[config.mk]
export PLATFORM = sky130hd
export DESIGN_NAME = floor_destination
export DESIGN_NICKNAME = d
export VERILOG_FILES = /design/src/rtl/floor_destination.sv
export SDC_FILE = /design/constraint.sdc
export NUM_CORES = 1
export LEC_CHECK = 0
export ABC_AREA = 1
export BUFFER_PORTS_ARGS = -buffer_cell sky130_fd_sc_hd__buf_2
export CAP_MARGIN = 10
export CORE_UTILIZATION = 25
export DETAILED_ROUTE_END_ITERATION = 10
export PLACE_DENSITY = 0.5
export SYNTH_ARGS = -nofsm -noshare
export SYNTH_HDL_FRONTEND = slang
export SYNTH_SLANG_ARGS = --single-unit
[constraint.sdc]
create_clock -name clk -period 1.25 [get_ports clk]
set_input_delay 0.25 -clock clk [delete_from_list [all_inputs] [get_ports clk]]
set_output_delay 0.25 -clock clk [all_outputs]
set_load 0.05 [all_outputs]
[src/rtl/floor_destination.sv]
// Elevator front-end: synchronizes the slide switches, picks the next destination
// floor from the synced requests, current floor and direction, and drives the floor readout.
module floor_destination #(
  parameter int NUM_FLOORS  = 6,
  parameter int SYNC_STAGES = 2
) (
  input  logic       clk,
  input  logic       reset,
  input  logic [9:0] SW,
  input  logic       direction,
  input  logic [2:0] current,
  output logic [9:0] sw_sync,
  output logic [2:0] sel,
  output logic [6:0] HEX0,
  output logic [6:0] HEX1
);

  localparam logic [6:0] SEG_F    = 7'b0001110;
  localparam logic [6:0] SEG_DASH = 7'b0111111;

  logic [9:0]            sw_p [SYNC_STAGES];
  logic [2:0]            sel_p2;
  logic [NUM_FLOORS-1:0] req;

  // Nearest request ahead in the travel direction wins; otherwise the nearest one behind.
  // The request at the current floor never qualifies, so with no others we hold position.
  function automatic logic [2:0] pick_dest(input logic [NUM_FLOORS-1:0] r,
                                           input logic [2:0] cur,
                                           input logic dir);
    logic       up_found;
    logic       dn_found;
    logic [2:0] up_sel;
    logic [2:0] dn_sel;
    up_found = 1'b0;
    dn_found = 1'b0;
    up_sel   = cur;
    dn_sel   = cur;
    for (int i = NUM_FLOORS - 1; i >= 0; i--) begin
      if (r[i] && (i > int'(cur))) begin
        up_found = 1'b1;
        up_sel   = 3'(i);
      end
    end
    for (int i = 0; i < NUM_FLOORS; i++) begin
      if (r[i] && (i < int'(cur))) begin
        dn_found = 1'b1;
        dn_sel   = 3'(i);
      end
    end
    if (int'(cur) >= NUM_FLOORS)
      pick_dest = cur;
    else if (dir)
      pick_dest = up_found ? up_sel : dn_sel;
    else
      pick_dest = dn_found ? dn_sel : up_sel;
  endfunction

  function automatic logic [6:0] floor_digit(input logic [2:0] cur);
    logic [6:0] seg;
    case (cur)
      3'd0:    seg = 7'b1111001;
      3'd1:    seg = 7'b0100100;
      3'd2:    seg = 7'b0110000;
      3'd3:    seg = 7'b0011001;
      3'd4:    seg = 7'b0010010;
      3'd5:    seg = 7'b0000010;
      3'd6:    seg = 7'b1111000;
      default: seg = SEG_DASH;
    endcase
    if (int'(cur) >= NUM_FLOORS)
      seg = SEG_DASH;
    floor_digit = seg;
  endfunction

  assign sw_sync = sw_p[SYNC_STAGES-1];
  assign req     = sw_sync[NUM_FLOORS:1];

  // Stage p0..p(SYNC_STAGES-1): switch synchronizer; final stage: registered destination.
  always_ff @(posedge clk) begin
    if (reset) begin
      for (int s = 0; s < SYNC_STAGES; s++)
        sw_p[s] <= '0;
      sel_p2 <= '0;
    end else begin
      sw_p[0] <= SW;
      for (int s = 1; s < SYNC_STAGES; s++)
        sw_p[s] <= sw_p[s-1];
      sel_p2 <= pick_dest(req, current, direction);
    end
  end

  assign sel  = sel_p2;
  assign HEX0 = floor_digit(current);
  assign HEX1 = SEG_F;

endmodule

# Yosys cells after proc, flatten, opt, wreduce, memory -nomap -nowiden
# Memories as Yosys holds them, arrays and structs flattened.
# Index checks and enable logic that the tools add are counted.
[classes]
order_cmp = 12
eq_ne = 6
n_mux = 35
n_bitwise = 2
reduce_logical = 12
[op_table]
columns = ["cell", "count"]
rows = [
  ["case mux 7 bit (7 select lines)", 1],
  ["two-way mux 3 bit", 15],
  ["two-way mux 10 bit", 2],
  ["two-way mux 1 bit", 16],
  ["logical AND 1 bit", 11],
  ["== test 3 bit, second input constant", 3],
  ["two-way mux 7 bit", 1],
  ["== test 3 x 2 -> 1 bit, second input constant", 2],
  ["> comparator 2 x 3 -> 1 bit, first input constant", 2],
  ["> comparator 3 bit, first input constant", 2],
  ["less-than comparator 1 x 3 -> 1 bit, first input constant", 2],
  ["less-than comparator 2 x 3 -> 1 bit, first input constant", 2],
  ["less-than comparator 3 bit, first input constant", 2],
  ["== test 3 x 1 -> 1 bit, second input constant", 1],
  [">= comparator 3 bit, second input constant", 1],
  ["> comparator 1 x 3 -> 1 bit, first input constant", 1],
  ["zero test 3 bit", 1],
  ["bitwise OR 1 bit", 2],
]
[totals]
regBits = 3
ram_bits = 20
output_inout_bits = 27
elab_cells = 69
memories = 1
[mem_list]
columns = ["memory", "depth", "width", "rd", "rd_clocked_by_memory_dff", "write_ports", "line_no", "text"]
rows = [
  ["sw_p", 2, 10, 2, 0, 2, "21", "logic [9:0] sw_p [SYNC_STAGES];"],
]

# Logic depth before layout (Yosys ltp)
# Gate-level depths: netlist (run 1).
[logic_depth]
depth_word = 12
depth_mapped = 12
depth_no_buf = 11

# Worst setup path after synthesis (run 1)
# Ideal clock, no wire load.
[synth_timing]
path_kind = "input -> output"
startpoint = "input current[1]"
endpoint = "output HEX0[2]"
t_arrival_ns = 1.936
t_required_ns = 1.000
path_slack_ns = -0.936
stages = 3
n_path_buf = 1
path_cell_list = "buf_6 -> or2_2 -> o21ai_0"
[synth_between]
elab_chain_cells = 3
word_cells_on_any_way = 10
cone_classes = "1 x order compare; 6 x eq/ne; 2 x mux; 1 x reduce/logical"
[synth_rtl]
columns = ["element", "line_no", "text"]
rows = [
  ["start: declaration", "11", "input logic [2:0] current,"],
  ["== test 3 bit, or another cell as far along", "60", "case (cur)"],
  ["case mux 7 bit (7 select lines)", "60", ""],
  ["two-way mux 7 bit *", "70", "if (int'(cur) >= NUM_FLOORS)"],
  ["end: declaration", "14", "output logic [6:0] HEX0,"],
]
# Every way passes the cells marked *; elsewhere a longest branch is shown, timed or not.

# Worst setup path after layout (run 1)
[layout_timing]
startpoint = "input current[0]"
endpoint = "output HEX0[2]"
# The elaborated chain is that of the path after synthesis.

==> results of run 1 <==
[worst register-to-register path, stage by stage, from the launching register on]
cell and delay [ps]:
sky130_fd_sc_hd__dfxtp_2 350, sky130_fd_sc_hd__nand2_2 90, sky130_fd_sc_hd__nand2_2 80, sky130_fd_sc_hd__nor2_4 140, sky130_fd_sc_hd__nand4_1 90, sky130_fd_sc_hd__nor2_1 110
sky130_fd_sc_hd__nor2_1 50, sky130_fd_sc_hd__nor2_1 100, sky130_fd_sc_hd__nor2_1 50
[cells in the mapped netlist (2+ instances only)]
master	count	area share, %
sky130_fd_sc_hd__a21oi_1	3	1.3
sky130_fd_sc_hd__buf_4	17	11
sky130_fd_sc_hd__clkbuf_1	3	0.99
sky130_fd_sc_hd__conb_1	2	0.66
sky130_fd_sc_hd__dfxtp_1	23	40
sky130_fd_sc_hd__inv_1	29	9.5
sky130_fd_sc_hd__nand2_1	37	12
sky130_fd_sc_hd__nand2_2	2	1.1
sky130_fd_sc_hd__nand3_1	13	5.7
sky130_fd_sc_hd__nor2_1	31	10
sky130_fd_sc_hd__nor2_2	2	1.1
sky130_fd_sc_hd__o21ai_0	5	2.2
[layer usage]
layer | vias up | routed length [um]
met5 | - | 0
met4 | 0 | 16
met3 | 2 | 125
met2 | 30 | 1080
met1 | 446 | 1090
li1 | 577 | -
[where the power goes]
group / leakage, nW / switching (mW) / total [mW] / internal (mW)
Combinational: 0.692 / 0.335 / 0.497 / 0.162
Sequential: 0.193 / 0.0157 / 0.789 / 0.774
Clock: 0.0228 / 0.202 / 0.428 / 0.226
Total: 0.907 / 0.553 / 1.71 / 1.16
[registers in the layout, indices dropped and copies added, names as in the netlist]
register and flops:
sw_p 20, sel 3
[kinds of logic after synthesis]
kind of cell | after synthesis | share of synthesized area (%)
AOI/OAI and AO/OA | 10 | 4.60
buffers and inverters | 51 | 23.0
and+or+nand+nor | 87 | 31.4
other | 2 | 0.658
DFF | 23 | 40.4
[worst paths after layout]
| kind | from | end | slack [ps] | cells after the start |
|---|---|---|---|---|
| min | SW[4] | sw_p[0][4]$_SDFF_PP0_ | 190 | 3 |
| min reg2reg | sw_p[0][1]$_SDFF_PP0_ | sw_p[0][11]$_SDFF_PP0_ | 400 | 2 |
| max reg2reg | sw_p[0][14]$_SDFF_PP0_ | sel[0]$_SDFF_PP0_ | 90 | 8 |
| max | current[0] | HEX0[2] | 50 | 5 |
[final cells by class]
type	instances	area, um2
Inverter	30	115
Sequential cell	23	468
Clock buffer	4	45.0
Timing Repair Buffer	56	383
Tap cell	52	65.1
Multi-Input combinational cell	104	514
Fill cell	480	2790
[what timing repair did]
action                                  in CTS  in global routing
hold endpoints to repair                     0                  0
endpoints found under the setup margin       5                  8
buffers inserted                             0                  1
resized for setup                           14                 29
pin swaps                                    0                  4
==> results.txt, run 1 <==
----------------------------------------------------
[Run status]
  Status ... finished clean

[Yosys]
  Syn Inst Count ... about 170
  Post-Synthesis Cell Area ... 1140 um2
  Yosys Warn Count ... 0
  Count of flip-flops with a built-in enable after synthesis ... 0
  Number of distinct standard cells referenced by the synthesized netlist ... 18
  Flop and latch count out of synthesis ... 23
  Post-synthesis sequential area ratio ... about two fifths
  FFs w/ async S/R, synth ... 0%
  Ys flop type ... sky130_fd_sc_hd__dfxtp_1
  Post-synthesis average cell area ... ~6.6 um2

[Setup path]
  CP dominant cell by count ... sky130_fd_sc_hd__buf_6
  Slowest CP cell ... sky130_fd_sc_hd__or2_4
  WP data required ... 1000 ps
  Type of origin of the critical path ... input port
  Worst setup EP type ... output port
  CP cell instances ... buf_6 > inv_2 > or2_4 > o21ai_4 > buf_6
  Longest individual stage delay on the worst path ... 240 ps
  Dominant delay contributor by cell family on the critical path ... buffers and inverters
  Worst path buffer plus inverter count ... 3
  Type of the worst setup path ... input port to output port
  Critical path arrival ... roughly 950 ps
  CP max FO ... 6

[CTS]
  Number of sinks driven by the clock tree ... 23
  Number of H-tree levels ... 1
  Worst-skew pair later-pin latency ... 250 ps
  TritonCTS clock tree ... yes
  Hold-fix buffers, CTS ... 0
  Clock slew at the register clock pins of the worst setup and hold paths ... 70 ps
  Root buf cell ... sky130_fd_sc_hd__clkbuf_8
  Clock buffers created by TritonCTS ... 3
  Max Root-Sink Buffers ... 2

[Timing]
  Final worst path period share ... 96.3%
  Endpoints failing setup ... 0
  Skew final ... 3.65 ps
  Final hold slack ... 191 ps
  Final count of hold timing violations ... 0
  Pins Over Slew Limit ... 0
  Final total negative setup slack ... 0 ps
  Maximum operating frequency ... roughly 830 MHz
  Fin worst setup slack ... 46.3 ps
  RSZ-0062 raised after global routing ... true
  Fin crit period ... between 1000 and 1500 ps

[GRT]
  Total grt overflow ... 0
  Vias in the first global route ... 916
  Busiest grt layer ... met2
  Antenna violations before repair ... 0
  All-layer global routing usage ... 9.75%
  Met3 Resource Use GR ... 2.47%
  GR met1 Demand/Resource ... 12.7%
  First-pass GRT wire length ... around 3.9 mm
  Largest net degree at the start of global routing ... 21
  Global-route track usage on met2 ... 15.6%

[Cells and area]
  Most common cell after layout, fill and taps aside ... sky130_fd_sc_hd__nor2_1
  Commonest non-fill, non-tap cells in the layout ... 30 x sky130_fd_sc_hd__nor2_1, 28 x sky130_fd_sc_hd__nand2_1, 27 x sky130_fd_sc_hd__inv_1, 27 x sky130_fd_sc_hd__buf_2, 21 x sky130_fd_sc_hd__buf_4
  Post-route core utilization ... 36.3%
  Final instance area ... 1590 um2
  Final antenna diode count ... 0
  Net count, final ... 234
  Area Overhead vs Synth ... 39.4%
  Fraction of final layout cells with drive strength greater than 1 ... 40.6%
  Post-layout instance count excluding filler cells ... 269

[Detailed routing]
  Number of violations reported at the end of detailed-routing iteration 0 ... 60
  Number of DRC violations after detailed routing ... 0
  Final ANT Viol Nets ... 0
  Router iterations before antenna repair ... 4
  Wire length after detailed routing ... 2.31 mm
  Average wire per standard cell ... approximately 8.6 um
  Routed vias/inst ... roughly 3.9
  Via total after detailed routing ... between 1000 and 1500

[Hold path]
  Worst min path class ... input port to flip-flop

[Placement]
  Global placer's final weighted congestion ... approximately 0.85
  Post-DP HPWL ... around 1.8 mm
  DP Cell Count ... 264
  Placement Cell Area ... 1420 um2
  Post-placement worst setup slack ... -245 ps
  Count of port buffers added during placement ... 35

[Pwr]
  Overall power ... ~1.7 mW
  Peak ir drop on the vdd network ... 0.490 mV
  Power Density ... 1080 nW/um2
  Static power due to leakage ... approximately 0.91 nW

[Floorplanning]
  Number of top-level pins ... between 40 and 50
  Die width ... 69.6 um
  Core region area ... 4380 um2
  Height of the chip ... 69.6 um
  DIE AREA ... 4840 um2
  Row count ... 24
  Initial core utilization ... 26.0%

[Job]
  Max_cap viols ... 0

----------------------------------------------------
Note: power is estimated with default switching activity, not from simulation.
==> inputs of run 2 (changes only) <==
Settings changed: CORE_MARGIN set to 2, PLACE_DENSITY 0.5 to 0.55, RECOVER_POWER set to 100.
==> run 2 against run 1 <==
Net effect: register-to-register slack worse by 20 ps; worst setup slack got worse by 12 ps; count of clock-buffer cells in the layout is 1 lower; critical path depth did not move; global-route usage down 0.10 points; sequential power about the same; clock skew about the same; core utilization decreased by 1.2 points; clock power is 3% higher; hold slack worse by 6.7 ps; critical endpoint unchanged.
==> results.txt, run 2 (synthesized netlist as in run 1, its figures left out) <==
----------------------------------------------------
[Run status]
  Status ... finished clean (unchanged)

[Detailed routing]
  DRT met1 WL ... 1.08 mm (was 1.09 mm)
  Highest layer used for signal routing ... met4 (unchanged)
  Routed vias/inst ... 3.89 (was 3.92)
  Length of routed met3 wiring ... 106 um (was 125 um)
  Number of violations reported at the end of detailed-routing iteration 0 ... 43 (was 60)
  Routed wire length on met2 ... 1.18 mm (was 1.08 mm)
  Wire length after detailed routing ... 2.37 mm (was 2.31 mm)
  Via total after detailed routing ... 1027 (was 1055)
  Router iterations before antenna repair ... 5 (was 4)
  Final ANT Viol Nets ... 0 (unchanged)
  Average wire per standard cell ... 8.98 um (was 8.58 um)
  Number of DRC violations after detailed routing ... 0 (unchanged)

[Job]
  Max_cap viols ... 0 (unchanged)

[Pwr]
  Peak ir drop on the vdd network ... 0.734 mV (was 0.490 mV)
  Static power due to leakage ... 0.873 nW (was 0.907 nW)
  Power Density ... 1120 nW/um2 (was 1080 nW/um2)

[Cells and area]
  Largest register by flop count ... sw_p (unchanged)
  Area Overhead vs Synth ... 34.6% (was 39.4%)
  Commonest non-fill, non-tap cells in the layout ... 31 x sky130_fd_sc_hd__nand2_1, 29 x sky130_fd_sc_hd__nor2_1, 28 x sky130_fd_sc_hd__inv_1 (was 30 x sky130_fd_sc_hd__nor2_1, 28 x sky130_fd_sc_hd__nand2_1, 27 x sky130_fd_sc_hd__inv_1, 27 x sky130_fd_sc_hd__buf_2, 21 x sky130_fd_sc_hd__buf_4)
  Reg area ... 467 um2 (was 468 um2)
  Final antenna diode count ... 0 (unchanged)
  Fraction of final layout cells with drive strength greater than 1 ... 36.3% (was 40.6%)
  Combined area of the multi-input logic cells ... 504 um2 (was 514 um2)
  Number of flip-flops in the largest register ... 20 (unchanged)
  Final instance area ... 1540 um2 (was 1590 um2)
  Most common cell after layout, fill and taps aside ... sky130_fd_sc_hd__nand2_1 (was sky130_fd_sc_hd__nor2_1)
  Fillcell total ... 482 (was 480)
  Net count, final ... 229 (was 234)

[Timing]
  Maximum operating frequency ... 823 MHz (was 831 MHz)
  RSZ-0062 raised after global routing ... true (unchanged)
  Skew final ... 3.42 ps (was 3.65 ps)
  Endpoints failing setup ... 0 (unchanged)
  Final count of hold timing violations ... 0 (unchanged)
  Fin crit period ... 1220 ps (was 1200 ps)
  Final hold slack ... 184 ps (was 191 ps)
  Pins Over Slew Limit ... 0 (unchanged)
  Final total negative setup slack ... 0 ps (unchanged)
  Final worst path period share ... 97.2% (was 96.3%)

[Setup path]
  Endpoint of the lowest-slack register-to-register path ... sel[0]$_SDFF_PP0_ (unchanged)
  Dominant delay contributor by cell family on the critical path ... buffers and inverters (unchanged)
  R2r startpoint ... sw_p[0][14]$_SDFF_PP0_ (unchanged)
  Worst path buffer plus inverter count ... 3 (unchanged)
  Slowest CP cell ... sky130_fd_sc_hd__or2_4 (unchanged)
  WP data required ... 1000 ps (about the same)
  Longest individual stage delay on the worst path ... 250 ps (was 240 ps)
  Critical path arrival ... 970 ps (was 950 ps)
  Cell depth of the worst flop-to-flop path ... 8 (unchanged)
  Type of origin of the critical path ... input port (unchanged)
  Slack of the worst reg-to-reg path ... 70 ps (was 90 ps)
  CP max FO ... 6 (unchanged)
  Worst setup EP type ... output port (unchanged)
  Crit path depth ... 5 (unchanged)
  Type of the worst setup path ... input port to output port (unchanged)
  CP dominant cell by count ... sky130_fd_sc_hd__buf_6 (unchanged)
  CP cell instances ... buf_6 > inv_4 > or2_4 > o21ai_4 > buf_6 (was buf_6 > inv_2 > or2_4 > o21ai_4 > buf_6)

[Hold path]
  Hold worst-path end ... sw_p[0][5]$_SDFF_PP0_ (was sw_p[0][4]$_SDFF_PP0_)
  Worst min path class ... input port to flip-flop (unchanged)
  Hold wc startpoint ... SW[5] (was SW[4])
  Worst Hold Depth ... 3 (unchanged)

[GRT]
  Largest net degree at the start of global routing ... 14 (was 21)
  Total grt overflow ... 0 (unchanged)
  First-pass GRT wire length ... 3.97 mm (was 3.85 mm)
  All-layer global routing usage ... 9.65% (was 9.75%)
  Vias in the first global route ... 903 (was 916)
  Antenna violations before repair ... 0 (unchanged)

[CTS]
  Clock slew at the register clock pins of the worst setup and hold paths ... 80 ps (was 70 ps)
  Root buf cell ... sky130_fd_sc_hd__clkbuf_8 (unchanged)
  TritonCTS clock tree ... yes (unchanged)
  Max Root-Sink Buffers ... 2 (unchanged)
  Clock buffers created by TritonCTS ... 3 (unchanged)
  Hold-fix buffers, CTS ... 0 (unchanged)
  Number of H-tree levels ... 1 (unchanged)
  Worst-skew pair later-pin latency ... 260 ps (was 250 ps)
  Number of sinks driven by the clock tree ... 23 (unchanged)

[Floorplanning]
  Initial core utilization ... 26.0% (unchanged)
  Die width ... 71.6 um (was 69.6 um)
  Height of the chip ... 71.6 um (was 69.6 um)
  DIE AREA ... 5120 um2 (was 4840 um2)
  Row count ... 24 (unchanged)
  Core region area ... 4380 um2 (unchanged)
  Number of top-level pins ... 43 (unchanged)

[Placement]
  Post-DP HPWL ... 1.89 mm (was 1.81 mm)
  Placement Cell Area ... 1380 um2 (was 1420 um2)
  Count of port buffers added during placement ... 35 (unchanged)
  Global placer's final weighted congestion ... 0.822 (was 0.845)

----------------------------------------------------
## run 2: final cells by class
cell class	count	area share [%]
multi-input cells	104	32.8
flip-flops and latches	23	30.4
repair buffers	51	21.9
inverters	30	7.65
well taps	52	4.23
clock buffers	3	2.69
clock inverters	1	0.326
## run 2: worst max path at each step
stage                                 from                end  slack (ps)
floorplan                       current[1]            HEX0[2]         -30
global placement                current[1]  sel[0]$_SDFF_PP0_        -210
detailed placement              current[2]  sel[0]$_SDFF_PP0_        -210
CTS                             current[1]            HEX0[5]        -0.4
global route        sw_p[0][16]$_SDFF_PP0_  sel[0]$_SDFF_PP0_         -40
finish                          current[0]            HEX0[2]          30
## run 2: power breakdown
| part | internal, mW | total, mW | switching (mW) |
|---|---|---|---|
| sequential | 0.773 | 0.790 | 0.0171 |
| combinational | 0.153 | 0.486 | 0.333 |
| clock | 0.222 | 0.439 | 0.217 |
## run 2: worst min-delay path, delay by kind of cell
kind          cells  cell delay (ps)
buf+inv           2              100
simple gates      1               60
## run 2: routing by layer
metal | GRT usage (%) | vias to the layer above
met5 | 0 | -
met4 | 2.52 | 0
met3 | 1.97 | 2
met2 | 15.5 | 29
met1 | 13.2 | 432
li1 | - | 564
## run 2: what timing repair did
action / in CTS / in global routing
pin swaps: 0 / 5
hold endpoints to repair: 0 / 0
gates resized for setup: 11 / 29
gates cloned: 0 / 0
setup buffers: 0 / 2
endpoints found under the setup margin: 5 / 8
## run 2: per-stage QoR
| stage | power (mW) | util, % | cells | setup slack (ps) |
|---|---|---|---|---|
| 2_1_floorplan | 1.17 | - | 178 | -34.5 |
| 3_3_place_gp | 1.26 | 31.4 | 258 | -212 |
| 3_5_place_dp | 1.25 | 31.4 | 258 | -207 |
| 4_1_cts | 1.73 | 33.2 | 262 | -0.434 |
| 5_1_grt | 1.82 | 35.0 | 264 | -44.4 |
| 6_report | 1.72 | 35.0 | 264 | 34.7 |
==> inputs of run 3 (changes only) <==
Settings changed: BUFFER_PORTS_ARGS -buffer_cell sky130_fd_sc_hd__buf_2 to -buffer_cell sky130_fd_sc_hd__buf_4.
==> run 3 against run 2 <==
Net effect: the run now ends with negative setup slack left; via count increased by 4.0%; clock skew decreased by 1.8 ps; final cell count increased by 1.9%; wire length increased by 5.6%; largest cell class unchanged; die area unchanged; critical endpoint unchanged; sequential cell count unchanged; power increased by 1.9%; first-iteration DRC count increased by 28%; sequential share of layout area decreased by 1.9 points; hold slack improved by 1.8 ps; maximum frequency decreased by 3.4%.
==> results.txt, run 3 (synthesized netlist as in run 1, its figures left out) <==
----------------------------------------------------
[Run status]
  Status ... finished, violations left (was finished clean)
  Violated checks ... negative setup slack

[Detailed routing]
  Router iterations before antenna repair ... 4 (was 5)
  Wire length after detailed routing ... 2.50 mm (was 2.37 mm)
  Number of violations reported at the end of detailed-routing iteration 0 ... 55 (was 43)
  Number of DRC violations after detailed routing ... 0 (unchanged)
  Via total after detailed routing ... 1068 (was 1027)
  Average wire per standard cell ... 9.30 um (was 8.98 um)
  Final ANT Viol Nets ... 0 (unchanged)
  Routed vias/inst ... 3.97 (was 3.89)

[Timing]
  Final count of hold timing violations ... 0 (unchanged)
  Final total negative setup slack ... -8.72 ps (was 0 ps)
  Slew at the pin closest to its max-slew limit ... about 920 ps
  Endpoints failing setup ... 1 (was 0)
  Skew final ... 1.61 ps (was 3.42 ps)
  Final worst path period share ... 101% (was 97.2%)
  Maximum operating frequency ... 794 MHz (was 823 MHz)
  Slew Limit Headroom ... 38.4%
  Fin worst setup slack ... -8.72 ps (was 34.7 ps)
  Pins Over Slew Limit ... 0 (unchanged)
  Fin crit period ... 1260 ps (was 1220 ps)
  RSZ-0062 raised after global routing ... true (unchanged)

[Placement]
  Count of port buffers added during placement ... 35 (unchanged)
  Post-placement worst setup slack ... -186 ps (was -207 ps)
  Placement Cell Area ... 1480 um2 (was 1380 um2)
  Global placer's final weighted congestion ... 0.818 (was 0.822)
  Post-DP HPWL ... 1.91 mm (was 1.89 mm)

[CTS]
  Clock buffers created by TritonCTS ... 3 (unchanged)
  Max Root-Sink Buffers ... 2 (unchanged)
  TritonCTS clock tree ... yes (unchanged)
  Clock slew at the register clock pins of the worst setup and hold paths ... 80 ps (about the same)
  Hold-fix buffers, CTS ... 0 (unchanged)
  Number of sinks driven by the clock tree ... 23 (unchanged)
  Worst-skew pair later-pin latency ... 260 ps (about the same)
  Root buf cell ... sky130_fd_sc_hd__clkbuf_8 (unchanged)
  Number of H-tree levels ... 1 (unchanged)

[Pwr]
  Peak ir drop on the vdd network ... 0.656 mV (was 0.734 mV)
  Overall power ... 1.75 mW (was 1.72 mW)
  Cell Int Power ... 1.17 mW (was 1.15 mW)
  Net switching fraction of the power ... 33.0% (was 33.1%)
  Static power due to leakage ... 0.917 nW (was 0.873 nW)
  Power Density ... 1070 nW/um2 (was 1120 nW/um2)
  Sequential share of power ... 45.2% (was 46.1%)
  Power spent charging and discharging nets ... 576 uW (was 567 uW)
  Logic pwr share ... 29.4% (was 28.3%)
  Share of total power in the clock network ... 25.4% (was 25.6%)

[GRT]
  Antenna violations before repair ... 0 (unchanged)
  Busiest grt layer ... met2 (unchanged)
  Total grt overflow ... 0 (unchanged)
  All-layer global routing usage ... 10.6% (was 9.65%)
  Vias in the first global route ... 995 (was 903)
  Met3 Resource Use GR ... 2.39% (was 1.97%)
  Global-route track usage on met2 ... 17.4% (was 15.5%)
  GR met1 Demand/Resource ... 13.1% (was 13.2%)
  Largest net degree at the start of global routing ... 24 (was 14)
  First-pass GRT wire length ... 4.30 mm (was 3.97 mm)

[Cells and area]
  Post-route core utilization ... 37.2% (was 35.0%)
  Final antenna diode count ... 0 (unchanged)
  Final instance area ... 1630 um2 (was 1540 um2)
  Commonest non-fill, non-tap cells in the layout ... 31 x sky130_fd_sc_hd__buf_4, 29 x sky130_fd_sc_hd__nor2_1, 28 x sky130_fd_sc_hd__nand2_1, 28 x sky130_fd_sc_hd__inv_1, 20 x sky130_fd_sc_hd__dfxtp_1 (was 31 x sky130_fd_sc_hd__nand2_1, 29 x sky130_fd_sc_hd__nor2_1, 28 x sky130_fd_sc_hd__inv_1)
  Largest register by flop count ... sw_p (unchanged)
  Area Overhead vs Synth ... 42.8% (was 34.6%)
  Net count, final ... 234 (was 229)
  Most common cell after layout, fill and taps aside ... sky130_fd_sc_hd__buf_4 (was sky130_fd_sc_hd__nand2_1)
  Fraction of final layout cells with drive strength greater than 1 ... 39.6% (was 36.3%)
  Number of flip-flops in the largest register ... 20 (unchanged)

[Setup path]
  Slack of the worst reg-to-reg path ... 70 ps (about the same)
  Slowest CP cell ... sky130_fd_sc_hd__or2_4 (unchanged)
  Longest individual stage delay on the worst path ... 250 ps (about the same)
  Critical path arrival ... 1010 ps (was 970 ps)
  Type of the worst setup path ... input port to output port (unchanged)
  WP data required ... 1000 ps (about the same)
  CP max FO ... 6 (unchanged)
  CP cell instances ... buf_12 > buf_6 > or2_4 > o21ai_4 > buf_6 (was buf_6 > inv_4 > or2_4 > o21ai_4 > buf_6)
  Dominant delay contributor by cell family on the critical path ... buffers and inverters (unchanged)
  CP dominant cell by count ... sky130_fd_sc_hd__buf_6 (unchanged)
  Type of origin of the critical path ... input port (unchanged)
  Worst setup EP type ... output port (unchanged)
  Worst path buffer plus inverter count ... 3 (unchanged)

[Job]
  Max_cap viols ... 0 (unchanged)

[Floorplanning]
  Initial core utilization ... 26.0% (unchanged)
  Row count ... 24 (unchanged)
  Core region area ... 4380 um2 (unchanged)
  Die width ... 71.6 um (unchanged)
  Height of the chip ... 71.6 um (unchanged)
  DIE AREA ... 5120 um2 (unchanged)
  Number of top-level pins ... 43 (unchanged)

[Hold path]
  Worst min path class ... input port to flip-flop (unchanged)

----------------------------------------------------
[run 3: cell types whose count changed in the layout (fill, tap and decap cells not counted), moves of 2 or more]
cell / delta
sky130_fd_sc_hd__dfxtp_1: +2
sky130_fd_sc_hd__nand2_1: -3
sky130_fd_sc_hd__buf_4: +17
sky130_fd_sc_hd__inv_2: +2
sky130_fd_sc_hd__clkbuf_1: -2
sky130_fd_sc_hd__clkbuf_4: +3
sky130_fd_sc_hd__dfxtp_2: -2
sky130_fd_sc_hd__nand2_2: +3
sky130_fd_sc_hd__buf_2: -14
sky130_fd_sc_hd__inv_4: -2
[run 3: worst paths after layout]
kind | startpoint | endpoint | cells after the start
hold / removal | SW[8] | sw_p[0][8]$_SDFF_PP0_ | 3
hold reg to reg | sw_p[0][6]$_SDFF_PP0_ | sw_p[0][16]$_SDFF_PP0_ | 2
setup / recovery | current[1] | HEX0[2] | 5
setup reg to reg | sw_p[0][13]$_SDFF_PP0_ | sel[1]$_SDFF_PP0_ | 7
[run 3: metal layers]
layer  wire length, um  part of all wire [%]  up-vias
met5                 0                     0        -
met4                46                   1.8        0
met3               128                   5.1        6
met2              1230                    49       29
met1              1100                    44      461
li1                  -                     -      572
[run 3: worst register-to-register path, cell delays in order (launching register included)]
cell and delay, ps:
sky130_fd_sc_hd__dfxtp_1 410, sky130_fd_sc_hd__nand2_2 90, sky130_fd_sc_hd__buf_4 140, sky130_fd_sc_hd__nand3_1 100, sky130_fd_sc_hd__nand2_1 60, sky130_fd_sc_hd__a21oi_1 120, sky130_fd_sc_hd__nor2_1 60, sky130_fd_sc_hd__a21oi_1 120
[run 3: power by group through the flow]
stage | Combinational [mW] | Sequential (mW) | Clock, mW
floorplan | 0.333 | 0.835 | 0
global placement | 0.489 | 0.807 | 0
detailed placement | 0.488 | 0.806 | 0
CTS | 0.510 | 0.789 | 0.462
global route | 0.561 | 0.795 | 0.488
finish | 0.514 | 0.791 | 0.444
[run 3: timing repair]
action | 4_1_cts | 5_1_grt
setup endpoints to repair | 5 | 7
pin swaps | 2 | 2
gates cloned | 0 | 0
resized for setup | 10 | 24
endpoints found under the hold margin | 0 | 0
setup buffers | 2 | 3
[run 3: layout make-up]
cell class              instances  area, um2
repair buffers                 56        429
fillers                       499       2760
well taps                      52       65.1
inverters                      30        113
clock buffers                   3       41.3
flip-flops and latches         23        464
clock inverters                 1       5.00
multi-input cells             104        512
[run 3: stage by stage]
step	hold WS, ps	cells
3_5_place_dp	392	260
6_report	186	269
2_1_floorplan	319	178
3_3_place_gp	389	260
4_1_cts	182	266
5_1_grt	193	269
